==> config.mk <==
export PLATFORM = sky130hd
export DESIGN_NAME = ras
export DESIGN_NICKNAME = d
export VERILOG_FILES = /design/src/rtl/ras_pkg.sv /design/src/rtl/ras.sv
export SDC_FILE = /design/constraint.sdc
export NUM_CORES = 1
export LEC_CHECK = 0
export CAP_MARGIN = 5
export CORE_ASPECT_RATIO = 1.5
export CORE_UTILIZATION = 60
export CTS_CLUSTER_DIAMETER = 50
export CTS_CLUSTER_SIZE = 14
export DETAILED_ROUTE_END_ITERATION = 12
export PLACE_DENSITY = 0.8
export SYNTH_ARGS = -nofsm -noshare
export SYNTH_HDL_FRONTEND = slang
export SYNTH_SLANG_ARGS = --single-unit
export TNS_END_PERCENT = 5
==> constraint.sdc <==
create_clock -name clk -period 6.59 [get_ports clk]
set_clock_uncertainty 0.2 [all_clocks]
set_input_delay 1.318 -clock clk [delete_from_list [all_inputs] [get_ports clk]]
set_output_delay 1.318 -clock clk [all_outputs]
set_load 0.02 [all_outputs]
==> src/rtl/ras_pkg.sv <==
// ras_pkg: shared definitions for the return address stack.
//   - Default sizing constants (stack depth, address width, recursion counter width).
//   - ras_op_e: the request type, decoded from the push/pop request pair.
//   - ras_decode(): maps a push/pop pair onto ras_op_e.
// The counter width constant only matters when RAS_COUNTER_EN is defined.
package ras_pkg;

    localparam int unsigned RasSizeDefault         = 8;
    localparam int unsigned AddrWidthDefault       = 32;
    localparam int unsigned RasCounterWidthDefault = 4;

    // OpSwap is a simultaneous push+pop (context switch).
    typedef enum logic [1:0] {
        OpIdle,
        OpPush,
        OpPop,
        OpSwap
    } ras_op_e;

    function automatic ras_op_e ras_decode(input logic push, input logic pop);
        ras_op_e op;
        case ({push, pop})
            2'b10:   op = OpPush;
            2'b01:   op = OpPop;
            2'b11:   op = OpSwap;
            default: op = OpIdle;
        endcase
        return op;
    endfunction

endpackage

==> src/rtl/ras.sv <==
// ras: return address stack for the branch predictor.
//   A circular LIFO of return addresses. A push on a full stack silently overwrites the oldest
//   entry. The predicted target is the entry at the top pointer and is read combinationally, so
//   a pop or replace in the same cycle sees the pre-update top.
// Optional feature, macro RAS_COUNTER_EN: each entry carries a recursion counter, so repeated
//   pushes of the same address share one entry instead of consuming stack depth.
// Ports:
//   clk          in   clock, rising edge
//   rst          in   synchronous active-high reset; wins over any request in the same cycle
//   bp_ras_addr  in   return address to push (fetch pc + 4)
//   bp_ras_push  in   push request (call / context switch)
//   bp_ras_pop   in   pop request (return / context switch)
//   ras_bp_addr  out  predicted return target = entry at the top pointer
module ras
    import ras_pkg::*;
#(
    parameter int unsigned RAS_DEPTH      = RasSizeDefault,
    parameter int unsigned RAS_ADDR_WIDTH = AddrWidthDefault
`ifdef RAS_COUNTER_EN
    ,
    parameter int unsigned RAS_CNT_WIDTH  = RasCounterWidthDefault
`endif
) (
    input  logic                      clk,
    input  logic                      rst,
    input  logic [RAS_ADDR_WIDTH-1:0] bp_ras_addr,
    input  logic                      bp_ras_push,
    input  logic                      bp_ras_pop,
    output logic [RAS_ADDR_WIDTH-1:0] ras_bp_addr
);

    localparam int unsigned PtrW = $clog2(RAS_DEPTH);
    localparam logic [PtrW:0] UsedFull = RAS_DEPTH[PtrW:0];

    typedef struct packed {
        logic [RAS_ADDR_WIDTH-1:0] addr;
`ifdef RAS_COUNTER_EN
        logic [RAS_CNT_WIDTH-1:0]  cnt;
`endif
    } entry_t;

    entry_t          buf_q [RAS_DEPTH];
    entry_t          buf_d [RAS_DEPTH];
    logic [PtrW-1:0] top_q, top_d;
    logic [PtrW:0]   used_q, used_d;

    ras_op_e         op;
    logic            empty;
    entry_t          top_entry;
    logic [PtrW-1:0] top_inc, top_dec;

    // Actions chosen by the request decode, applied afterwards in one place.
    logic            do_push, do_pop, do_replace;
`ifdef RAS_COUNTER_EN
    logic            cnt_inc, cnt_dec;
`endif

    assign op        = ras_decode(bp_ras_push, bp_ras_pop);
    assign empty     = (used_q == '0);
    assign top_entry = buf_q[top_q];
    // Depth is a power of two, so natural pointer overflow gives the circular wrap.
    assign top_inc   = top_q + 1'b1;
    assign top_dec   = top_q - 1'b1;

    assign ras_bp_addr = top_entry.addr;

    always_comb begin
        do_push    = 1'b0;
        do_pop     = 1'b0;
        do_replace = 1'b0;
`ifdef RAS_COUNTER_EN
        cnt_inc    = 1'b0;
        cnt_dec    = 1'b0;
`endif
        case (op)
            OpPush: begin
`ifdef RAS_COUNTER_EN
                // Recursive call to the same return site: count it instead of stacking it.
                if (!empty && bp_ras_addr == top_entry.addr && top_entry.cnt != '1) begin
                    cnt_inc = 1'b1;
                end else begin
                    do_push = 1'b1;
                end
`else
                do_push = 1'b1;
`endif
            end
            OpPop: begin
                // A pop on an empty stack is dropped so the pointer cannot underflow.
                if (!empty) begin
`ifdef RAS_COUNTER_EN
                    if (top_entry.cnt != '0) begin
                        cnt_dec = 1'b1;
                    end else begin
                        do_pop = 1'b1;
                    end
`else
                    do_pop = 1'b1;
`endif
                end
            end
            OpSwap: begin
                if (empty) begin
                    do_push = 1'b1;
                end else begin
`ifdef RAS_COUNTER_EN
                    // A counted entry still has live returns: keep it and stack the new one.
                    if (top_entry.cnt != '0) begin
                        cnt_dec = 1'b1;
                        do_push = 1'b1;
                    end else begin
                        do_replace = 1'b1;
                    end
`else
                    do_replace = 1'b1;
`endif
                end
            end
            default: ;
        endcase
    end

    always_comb begin
        buf_d  = buf_q;
        top_d  = top_q;
        used_d = used_q;

`ifdef RAS_COUNTER_EN
        if (cnt_inc) begin
            buf_d[top_q].cnt = top_entry.cnt + 1'b1;
        end
        if (cnt_dec) begin
            buf_d[top_q].cnt = top_entry.cnt - 1'b1;
        end
`endif

        if (do_push) begin
            top_d               = top_inc;
            buf_d[top_inc].addr = bp_ras_addr;
`ifdef RAS_COUNTER_EN
            buf_d[top_inc].cnt  = '0;
`endif
            // When full the write lands on the oldest entry; the count saturates.
            used_d = (used_q == UsedFull) ? used_q : used_q + 1'b1;
        end

        if (do_pop) begin
            top_d  = top_dec;
            used_d = used_q - 1'b1;
        end

        if (do_replace) begin
            buf_d[top_q].addr = bp_ras_addr;
        end
    end

    always_ff @(posedge clk) begin
        if (rst) begin
            for (int i = 0; i < RAS_DEPTH; i++) begin
                buf_q[i] <= '0;
            end
            top_q  <= '0;
            used_q <= '0;
        end else begin
            buf_q  <= buf_d;
            top_q  <= top_d;
            used_q <= used_d;
        end
    end

endmodule

Word-level counts from Yosys, hierarchy flattened:

Cells that the tools add are included.
Widths: inputs -> output; s select.

* register bits: 263
* input port bits: 36
* output and inout port bits: 32
* logic and storage cells: 55

* add/subtract/negate cells: 4
* order comparisons: 4
* equal/unequal tests: 8
* mux-type cells: 22
* bitwise logic cells: 2
* reductions and logical operators: 5

Operators with widths (number)
* $bwmux 256: 2
* $mux 256: 2
* $demux 32 s3: 2
* $mux 32: 4
* $bmux 32 s3: 1
* $mux 4: 3
* $eq 2x2->1 const B: 4
* $ge 4x4->1 const B: 2
* $lt 4x1->1 const B: 2
* $not 3->4: 2
* $mux 3: 2
* $pmux 2 s3: 1
* $add 4x1->4 const B: 1
* $eq 2x1->1 const B: 2
* $eq 4x4->1 const B: 1
* $logic_not 4->1: 1
* $mux 1: 4
* $sub 4x1->4 const B: 1
* $add 3x1->3 const B: 1
* $sub 3x1->3 const B: 1
* $logic_and 1x1->1: 2
* $ne 2x2->1 const B: 1
* $pmux 1 s2: 1
* $reduce_and 2->1: 1
* $reduce_bool 2->1: 1

Depth between registers and ports, before layout:

Gate-level depths: netlist of run 1.

* word-level depth: 10
* gate-level depth with buffers: 9
* gate-level depth less buffers: 8

Worst setup path before layout of run 1:

Ideal clock, no wire load.

* path kind: reg2out
* start point: register top_q[0]
* end point: output ras_bp_addr[31]
* arrival time: 1.917 ns
* required time: 5.072 ns
* setup slack: 3.155 ns
* stages on the path, launching flop included: 7
* buffers on the path: 4
* cell sequence: dfxtp_1 -> buf_2 -> buf_2 -> buf_2 -> clkbuf_1 -> a221oi_1 -> o21ai_0

* longest elaborated chain between the ends: 4

Ends and longest elaborated chain
* start, declared: line ras.sv:44 `logic [PtrW-1:0] top_q, top_d;`
* start signal, assigned: line ras.sv:166 `top_q <= top_d;`
* $not 3->4 (implied by the code): line ras.sv:60 `assign top_entry = buf_q[top_q];`
* $bmux 32 s3: line ras.sv:60
* $mux 32 (implied by the code) (2 in series): line ras.sv:60
* end, declared: line ras.sv:29 `output logic [RAS_ADDR_WIDTH-1:0] ras_bp_addr`

No other way between the ends. The select of a mux whose other input is x is not followed.

Final worst setup path of run 1:

* start point: register top_q[1]
* end point: output ras_bp_addr[12]

Same word-level chain as after synthesis.

==> impl_metrics.ini, run 1 <==
[synthesis]
ys_top_cells_by_count = 298 x mux2i_1, 292 x nand2b_1, 263 x dfxtp_1
ys_ff_latch = 263
netlist.area_leader.share_pct = 40.8
synth_fa_ha_area_share_pct = 0.291
synth_seq_area_share_pct = 40.8
synth_xor_area_share_pct = 0.592
synth_mux_area_share_pct = 27.0
yosys.area_share.simple_pct = 18.4
post-synth-top-count-cell = mux2i_1
synth-edff-count = 0
netlist_instances = 1247
async_reset_ff_share_pct = 0
synth_top_family_by_area = multiplexers
ys.warnings.count = 0
synth_top_area_cell = dfxtp_1
syn_avg_cell_area_um2 = 10.3
dominantRegCellSynth = dfxtp_1
synth_area_leaders = dfxtp_1 41%, mux2i_1 23%, nand2b_1 14%
synth_area_mm2 = 0.0129
synth_compound_area_share_pct = 7.60
synth_nets = 1286
synthDistinctLibCells = 46

[sta]
report.final.slew_viol_count = 0
rsz0062_at_grt = no
slew_headroom_pct = 10.9
hold_viol_final = 0
tightest_slew_ps = 1340
setup_ws_ps = 1610
whs_ps = 273
finalCriticalPeriod_ps = 4980
setup_violations = 0
finalSetupTns_ps = 0
max_freq_ghz = 0.201
period_share_pct = 75.6

[global_route]
grt_max_degree = 152
grt.overflow.total = 0
grt_usage_pct = 27.2
grt_pass1_wl_mm = 47.6
grt_pass1_vias = 8845
grt_antenna_before_repair = 0

[clocking]
post_cts_buffers = 0
clk_pin_slew_ps = 60
htreeDepth = 1
postCtsHoldBufs = 0
clock-sinks = 263
clkLatencyLatePin_ps = 530
cts-resized-gates = 0
cts_buffer_depth = 3
cts_tree = built
cts_buffers = 23
cts_root_buffer = clkbuf_16

[floorplanning]
die_x_um = 122
die-area_mm2 = 0.0221
design.core.area_mm2 = 0.0211
rows = 65
die_h_um = 182
start_util_pct = 61.2
ioPinCount = 68

[layout]
fin_area_mm2 = 0.0141
num_antenna_cells = 0
drive_above_1_share_pct = 7.96
layout.cells.non_filler = 1499
fin_nets = 1264
syn2layout_area_growth_pct = 9.11
final_core_util_pct = 66.8

[routing]
wl_per_cell_um = 19.8
vias = 8795
ant_nets = 0
viasPerCell = 5.87
wl_mm = 29.7
drcViolationCount = 0
drt_pass1_iterations = 5
drt_iter0_drc = 569

[pwr]
leakagePower_nw = 6.36
powerDensity_mw_per_mm2 = 359
power.total_mw = 5.06
peakVddDrop_v = 0.000229

[place]
pre_cts_slack_ps = 1920
place_area_mm2 = 0.0134
io_buffers = 67
dp_hpwl_mm = 18.0
routabilityCongestion = 0.803
dpl.cell_count = 1468

[critical_path]
critPathLaunchType = register
cp.arrival_ps = 3470
worstSetupPathType = register to primary output
cp-end-kind = primary output
cp_max_fo = 18
cp.required_ps = 5070

[job]
maxCapViolations = 0

[min_path]
hp-class = register to register

[run_status]
status = completed
flip-flops by register name, indices dropped and copies added, names as in the netlist:
| signal | cells |
|---|---|
| buf_q | 256 |
| top_q | 3 |
| used_q | 4 |
layout make-up:
class | count | area [um^2]
fill | 1641 | 6990
multi-input combinational | 851 | 6970
sequential | 263 | 5270
timing repair buffer | 83 | 805
clock buffer | 27 | 601
tap | 268 | 335
clock inverter | 4 | 76.3
inverter | 3 | 11.3
metal layers:
metal  wire length [um]  up-vias  GRT usage (%)
met5                  0        -              0
met4                706        0           9.04
li1                   -     4234              -
met3               1200       44           2.51
met1              12800     4337           35.2
met2              15000      180           47.1
worst paths after layout:
kind	to	slack, ps	start	cells after the start
setup reg to reg	buf_q[236]	2340	top_q[0]	7
hold reg to reg	buf_q[246]	270	buf_q[246]	2
hold / removal	buf_q[246]	270	buf_q[246]	2
setup / recovery	ras_bp_addr[12]	1610	top_q[1]	6
worst max-delay path, cell delays in order (launching register included):
cell	delay (ps)
dfxtp_2	530
buf_4	370
and2_1	840
a22o_1	300
a21oi_1	80
o221ai_1	150
clkdlybuf4s50_1	660
layout by cell type (no fill, tap or decap), types with 3 or more instances in the layout:
master	synthesis	layout
clkbuf_16	0	23
a31oi_4	6	8
o2bb2ai_1	13	13
nor2_1	36	35
clkbuf_1	55	3
a21oi_1	22	22
buf_4	7	15
nor2b_1	4	4
a211oi_1	4	4
o21ai_0	3	3
a22oi_1	12	12
nand2_1	43	43
ha_1	3	3
clkdlybuf4s50_1	0	66
mux4_2	14	14
a221oi_1	6	6
mux2_2	16	16
mux2i_1	298	298
inv_1	3	3
nor4_4	6	6
xnor2_1	5	5
nand2b_1	292	292
dfxtp_1	263	260
o221ai_1	7	7
and2_1	3	3
a22o_1	19	19
o211ai_1	14	14
o22ai_1	4	4
kinds of logic after synthesis:
family / count (synthesis)
xor gates and xnor gates: 7
adders and majority gates: 3
and+or+nand+nor: 395
AOI/OAI and AO/OA: 118
DFF: 263
buffers and inverters: 133
muxes: 328
where the power goes:
| part | total, mW | switching (mW) | internal [mW] |
|---|---|---|---|
| registers | 2.04 | 0.219 | 1.82 |
| clock network | 1.30 | 0.585 | 0.719 |
| logic | 1.71 | 0.997 | 0.716 |
| total | 5.06 | 1.80 | 3.26 |
Note: power is estimated with default switching activity, not from simulation.
==> run 2: changes to the inputs <==
--- a/config.mk
+++ b/config.mk
@@ -7,11 +7,11 @@
 export LEC_CHECK = 0
 export CAP_MARGIN = 5
 export CORE_ASPECT_RATIO = 1.5
-export CORE_UTILIZATION = 60
+export CORE_UTILIZATION = 55
 export CTS_CLUSTER_DIAMETER = 50
 export CTS_CLUSTER_SIZE = 14
 export DETAILED_ROUTE_END_ITERATION = 12
-export PLACE_DENSITY = 0.8
+export PLACE_DENSITY = 0.77
 export SYNTH_ARGS = -nofsm -noshare
 export SYNTH_HDL_FRONTEND = slang
 export SYNTH_SLANG_ARGS = --single-unit
==> constraint.sdc (replaced) <==
create_clock -name clk -period 4.05 [get_ports clk]
set_clock_uncertainty 0.2 [all_clocks]
set_input_delay 0.81 -clock clk [delete_from_list [all_inputs] [get_ports clk]]
set_output_delay 0.81 -clock clk [all_outputs]
set_load 0.02 [all_outputs]
==> run 2 against run 1 <==
Compared with the run above:
- sequential share of layout area fell by 1.1 points
- clock power rose by 70%
- sequential power rose by 59%
- non-clock buffer count rose by 29
- core utilization fell by 3.9 points
- highest routed layer unchanged
==> impl_metrics.ini, run 2 (synthesized netlist as in run 1, its figures left out) <==
[job]
maxCapViolations = 0

[layout]
final_core_util_pct = 62.9
largest_registers = buf_q: 256 flops, used_q: 4 flops, top_q: 3 flops
drive_above_1_share_pct = 10.4
num_antenna_cells = 0
regArea_mm2 = 0.00527
final_cell_mix = 298 x mux2i_1, 292 x nand2b_1, 260 x dfxtp_1, 66 x clkdlybuf4s50_1, 43 x nand2_1
fin_nets = 1294
multi_input_area_mm2 = 0.00697
regMostFlops = buf_q
largest_reg_flops = 256
final_common_cell = mux2i_1
fillerInstances = 1866
syn2layout_area_growth_pct = 12.5

[floorplanning]
die_x_um = 127
die-area_mm2 = 0.0241
ioPinCount = 68
die_h_um = 190
start_util_pct = 55.9
rows = 68
design.core.area_mm2 = 0.0231

[critical_path]
cp-end-kind = primary output
cp.arrival_ps = 2840
cp_max_fo = 21
worstSetupPathType = register to primary output
critPathLaunchType = register
cp.required_ps = 3040

[routing]
ant_nets = 0
vias = 8938
wl_mm = 30.5
drt_iter0_drc = 621
viasPerCell = 5.66
drt_pass1_iterations = 5
drcViolationCount = 0
wl_per_cell_um = 19.3

[global_route]
grt_max_degree = 97
grt_antenna_before_repair = 0
grt_usage_pct = 25.8
grt_pass1_vias = 9227
grt.overflow.total = 0
grt_pass1_wl_mm = 49.4

[sta]
max_freq_ghz = 0.260
period_share_pct = 95.0
hold_viol_final = 0
tightest_slew_ps = 769
setup_violations = 0
finalCriticalPeriod_ps = 3850
rsz0062_at_grt = no
whs_ps = 275
slew_headroom_pct = 48.6
finalSetupTns_ps = 0
report.final.slew_viol_count = 0

[pwr]
p_switching_mw = 2.97
peakVddDrop_v = 0.000377
pwr-share-seq_pct = 38.4
power.internal_mw = 5.50
powerDensity_mw_per_mm2 = 584
pwr-share-comb_pct = 35.6
switching_share_pct = 35.1
p_clk_share_pct = 26.1
leakagePower_nw = 6.57

[clocking]
cts_buffers = 24
postCtsHoldBufs = 0
clock-sinks = 263
htreeDepth = 1
clkLatencyLatePin_ps = 510
clk_pin_slew_ps = 60
cts-resized-gates = 0
cts_tree = built
cts_root_buffer = clkbuf_16
cts_buffer_depth = 3
post_cts_buffers = 0

[place]
routabilityCongestion = 0.816
dp_hpwl_mm = 19.0
io_buffers = 67

[min_path]
hp-class = register to register

[run_status]
status = completed
[run 2: cell types whose count changed in the layout (fill, tap and decap cells not counted)]
cell / delta
clkbuf_16: +2
buf_12: +8
clkinv_2: +3
clkbuf_8: -1
clkinv_4: +1
inv_6: -1
buf_4: +21
clkbuf_1: +1
[run 2: routing by layer]
layer  up-vias  track usage, %  part of all wire, %
met5         -               0                    0
met4         0            8.38                  2.4
met3        57            2.64                  3.6
met2       182            45.8                   50
met1      4410            32.8                   44
li1       4289               -                    -
[run 2: final cells by class]
type	count	area share, %
Sequential cell	263	36.4
Timing Repair Buffer	112	7.74
Clock buffer	29	4.42
Multi-Input combinational cell	851	48.1
Tap cell	315	2.72
Inverter	3	0.0776
Clock inverter	7	0.630
[run 2: worst max-delay path, cell delays in order (launching register included)]
cell and delay [ps]:
dfxtp_2 500, buf_4 370, and2_1 190, buf_4 230
a22o_1 180, nand2_1 60, o211ai_1 130, clkdlybuf4s50_1 650
[run 2: path summary, 6_finish.rpt]
check	startpoint	endpoint	slack, ps	cells after the start
setup / recovery	top_q[1]	ras_bp_addr[24]	200	7
hold / removal	buf_q[204]	buf_q[204]	280	2
setup reg to reg	top_q[0]	buf_q[231]	810	7
hold reg to reg	buf_q[204]	buf_q[204]	280	2
[run 2: power groups by stage]
stage / clock (mW) / sequential, mW / combinational [mW]
final: 2.21 / 3.25 / 3.01
after global routing: 2.36 / 3.29 / 3.18
after CTS: 2.25 / 3.25 / 3.02
after detailed placement: 0 / 3.30 / 3.00
after global placement: 0 / 3.29 / 2.96
after floorplan: 0 / 3.14 / 2.18
[run 2: through the flow]
stage / area [um^2] / power (mW) / setup WS, ps / std cells
2_1_floorplan: 12900 / 5.32 / 1120 / 1247
3_3_place_gp: 13800 / 6.25 / 735 / 1544
3_5_place_dp: 13800 / 6.30 / 708 / 1544
4_1_cts: 14500 / 8.52 / 184 / 1580
5_1_grt: 14500 / 8.83 / 105 / 1580
6_report: 14500 / 8.47 / 201 / 1580
==> run 3: changes to the inputs <==
--- a/config.mk
+++ b/config.mk
@@ -5,12 +5,14 @@
 export SDC_FILE = /design/constraint.sdc
 export NUM_CORES = 1
 export LEC_CHECK = 0
+export ABC_AREA = 0
 export CAP_MARGIN = 5
 export CORE_ASPECT_RATIO = 1.5
 export CORE_UTILIZATION = 55
 export CTS_CLUSTER_DIAMETER = 50
 export CTS_CLUSTER_SIZE = 14
 export DETAILED_ROUTE_END_ITERATION = 12
+export MAX_ROUTING_LAYER = met4
 export PLACE_DENSITY = 0.77
 export SYNTH_ARGS = -nofsm -noshare
 export SYNTH_HDL_FRONTEND = slang
==> run 3 against run 2 <==
Compared with the run above:
- core utilization unchanged
- power barely moved
- fmax down 0.29%
- via count up 0.48%
- combinational power hardly changed
- sequential power about the same
- clock power hardly changed
==> impl_metrics.ini, run 3 (synthesized netlist as in run 1, its figures left out) <==
[run_status]
status = completed

[place]
io_buffers = 67
routabilityCongestion = 0.829
pre_cts_slack_ps = 708
dp_hpwl_mm = 19.0

[sta]
finalSetupTns_ps = 0
whs_ps = 276
setup_violations = 0
report.final.slew_viol_count = 0
hold_viol_final = 0
finalCriticalPeriod_ps = 3860
rsz0062_at_grt = no
tightest_slew_ps = 761
slew_headroom_pct = 49.1
period_share_pct = 95.3
setup_ws_ps = 190
max_freq_ghz = 0.259

[critical_path]
cp-end-kind = primary output
r2r-start = top_q[0]
cp.required_ps = 3040
cp_max_fo = 21
worstSetupPathType = register to primary output
r2r_slack_ps = 840
crit_path_start = top_q[1]
cp.arrival_ps = 2850
critPathLaunchType = register

[routing]
vias = 8981
drt_pass1_iterations = 5
ant_nets = 0
viasPerCell = 5.68
drcViolationCount = 0
wl_mm = 30.4
drt_iter0_drc = 563
wl_per_cell_um = 19.3

[clocking]
clk_pin_slew_ps = 60
cts_tree = built
clock-sinks = 263
cts_buffers = 24
cts-resized-gates = 0
clkLatencyLatePin_ps = 510
cts_buffer_depth = 3
post_cts_buffers = 0
cts_root_buffer = clkbuf_16
htreeDepth = 1
postCtsHoldBufs = 0

[global_route]
grt_pass1_vias = 9202
grt_antenna_before_repair = 0
grt.overflow.total = 0
grt_usage_pct = 26.6
grt_max_degree = 97
grt_pass1_wl_mm = 49.4

[layout]
largest_reg_flops = 256
syn2layout_area_growth_pct = 12.5
fin_nets = 1294
num_antenna_cells = 0
regMostFlops = buf_q
drive_above_1_share_pct = 10.4
largest_registers = buf_q: 256 flops, used_q: 4 flops, top_q: 3 flops
fillerInstances = 1866
final_cell_mix = 298 x mux2i_1, 292 x nand2b_1, 260 x dfxtp_1, 66 x clkdlybuf4s50_1, 43 x nand2_1
final_common_cell = mux2i_1
multi_input_area_mm2 = 0.00697
final_core_util_pct = 62.9
regArea_mm2 = 0.00527

[floorplanning]
start_util_pct = 55.9
die-area_mm2 = 0.0241
die_h_um = 190
die_x_um = 127
design.core.area_mm2 = 0.0231
rows = 68
ioPinCount = 68

[job]
maxCapViolations = 0

[pwr]
leakagePower_nw = 6.57
peakVddDrop_v = 0.000379
powerDensity_mw_per_mm2 = 584

[min_path]
hold_start = buf_q[32]
hp-class = register to register
==> run 3: cell counts in the layout (fill, tap and decap cells not counted) <==
No cell type changed its count.
==> run 3: metal layers <==
| metal | vias up | share of wire, % | global-route usage [%] |
|---|---|---|---|
| met3 | 61 | 3.5 | 2.62 |
| met1 | 4420 | 44 | 32.9 |
| li1 | 4289 | - | - |
| met4 | 0 | 2.3 | 8.38 |
| met2 | 211 | 50 | 45.6 |
| met5 | - | 0 | - |
==> run 3: final timing paths <==
check | endpoint | depth (start not counted)
worst max-delay path | ras_bp_addr[24] | 7
worst min-delay path | buf_q[32] | 2
worst max register to register | buf_q[230] | 7
worst min register to register | buf_q[32] | 2
==> run 3: metrics by stage <==
stage | cell area [um^2] | power, mW | instances
after floorplan | 12900 | 5.32 | 1247
after global placement | 13800 | 6.25 | 1544
after detailed placement | 13800 | 6.30 | 1544
after CTS | 14500 | 8.52 | 1580
after global routing | 14500 | 8.83 | 1580
final | 14500 | 8.48 | 1580
==> run 3: critical path, stage by stage (launching register included) <==
cell             delay, ps
dfxtp_2                500
buf_4                  370
and2_1                 190
buf_4                  240
a22o_1                 180
nand2_1                 60
o211ai_1               130
clkdlybuf4s50_1        650
==> run 3: where the power goes <==
group | internal (mW) | switching (mW)
sequential | 2.96 | 0.287
clock | 1.24 | 0.969
combinational | 1.30 | 1.72
total | 5.50 | 2.98
==> run 3: final cells by class <==
class	instances	share of cell area [%]
Inverter	3	0.0776
Clock inverter	7	0.630
Clock buffer	29	4.42
Multi-Input combinational cell	851	48.1
Timing Repair Buffer	112	7.74
Tap cell	315	2.72
Sequential cell	263	36.4
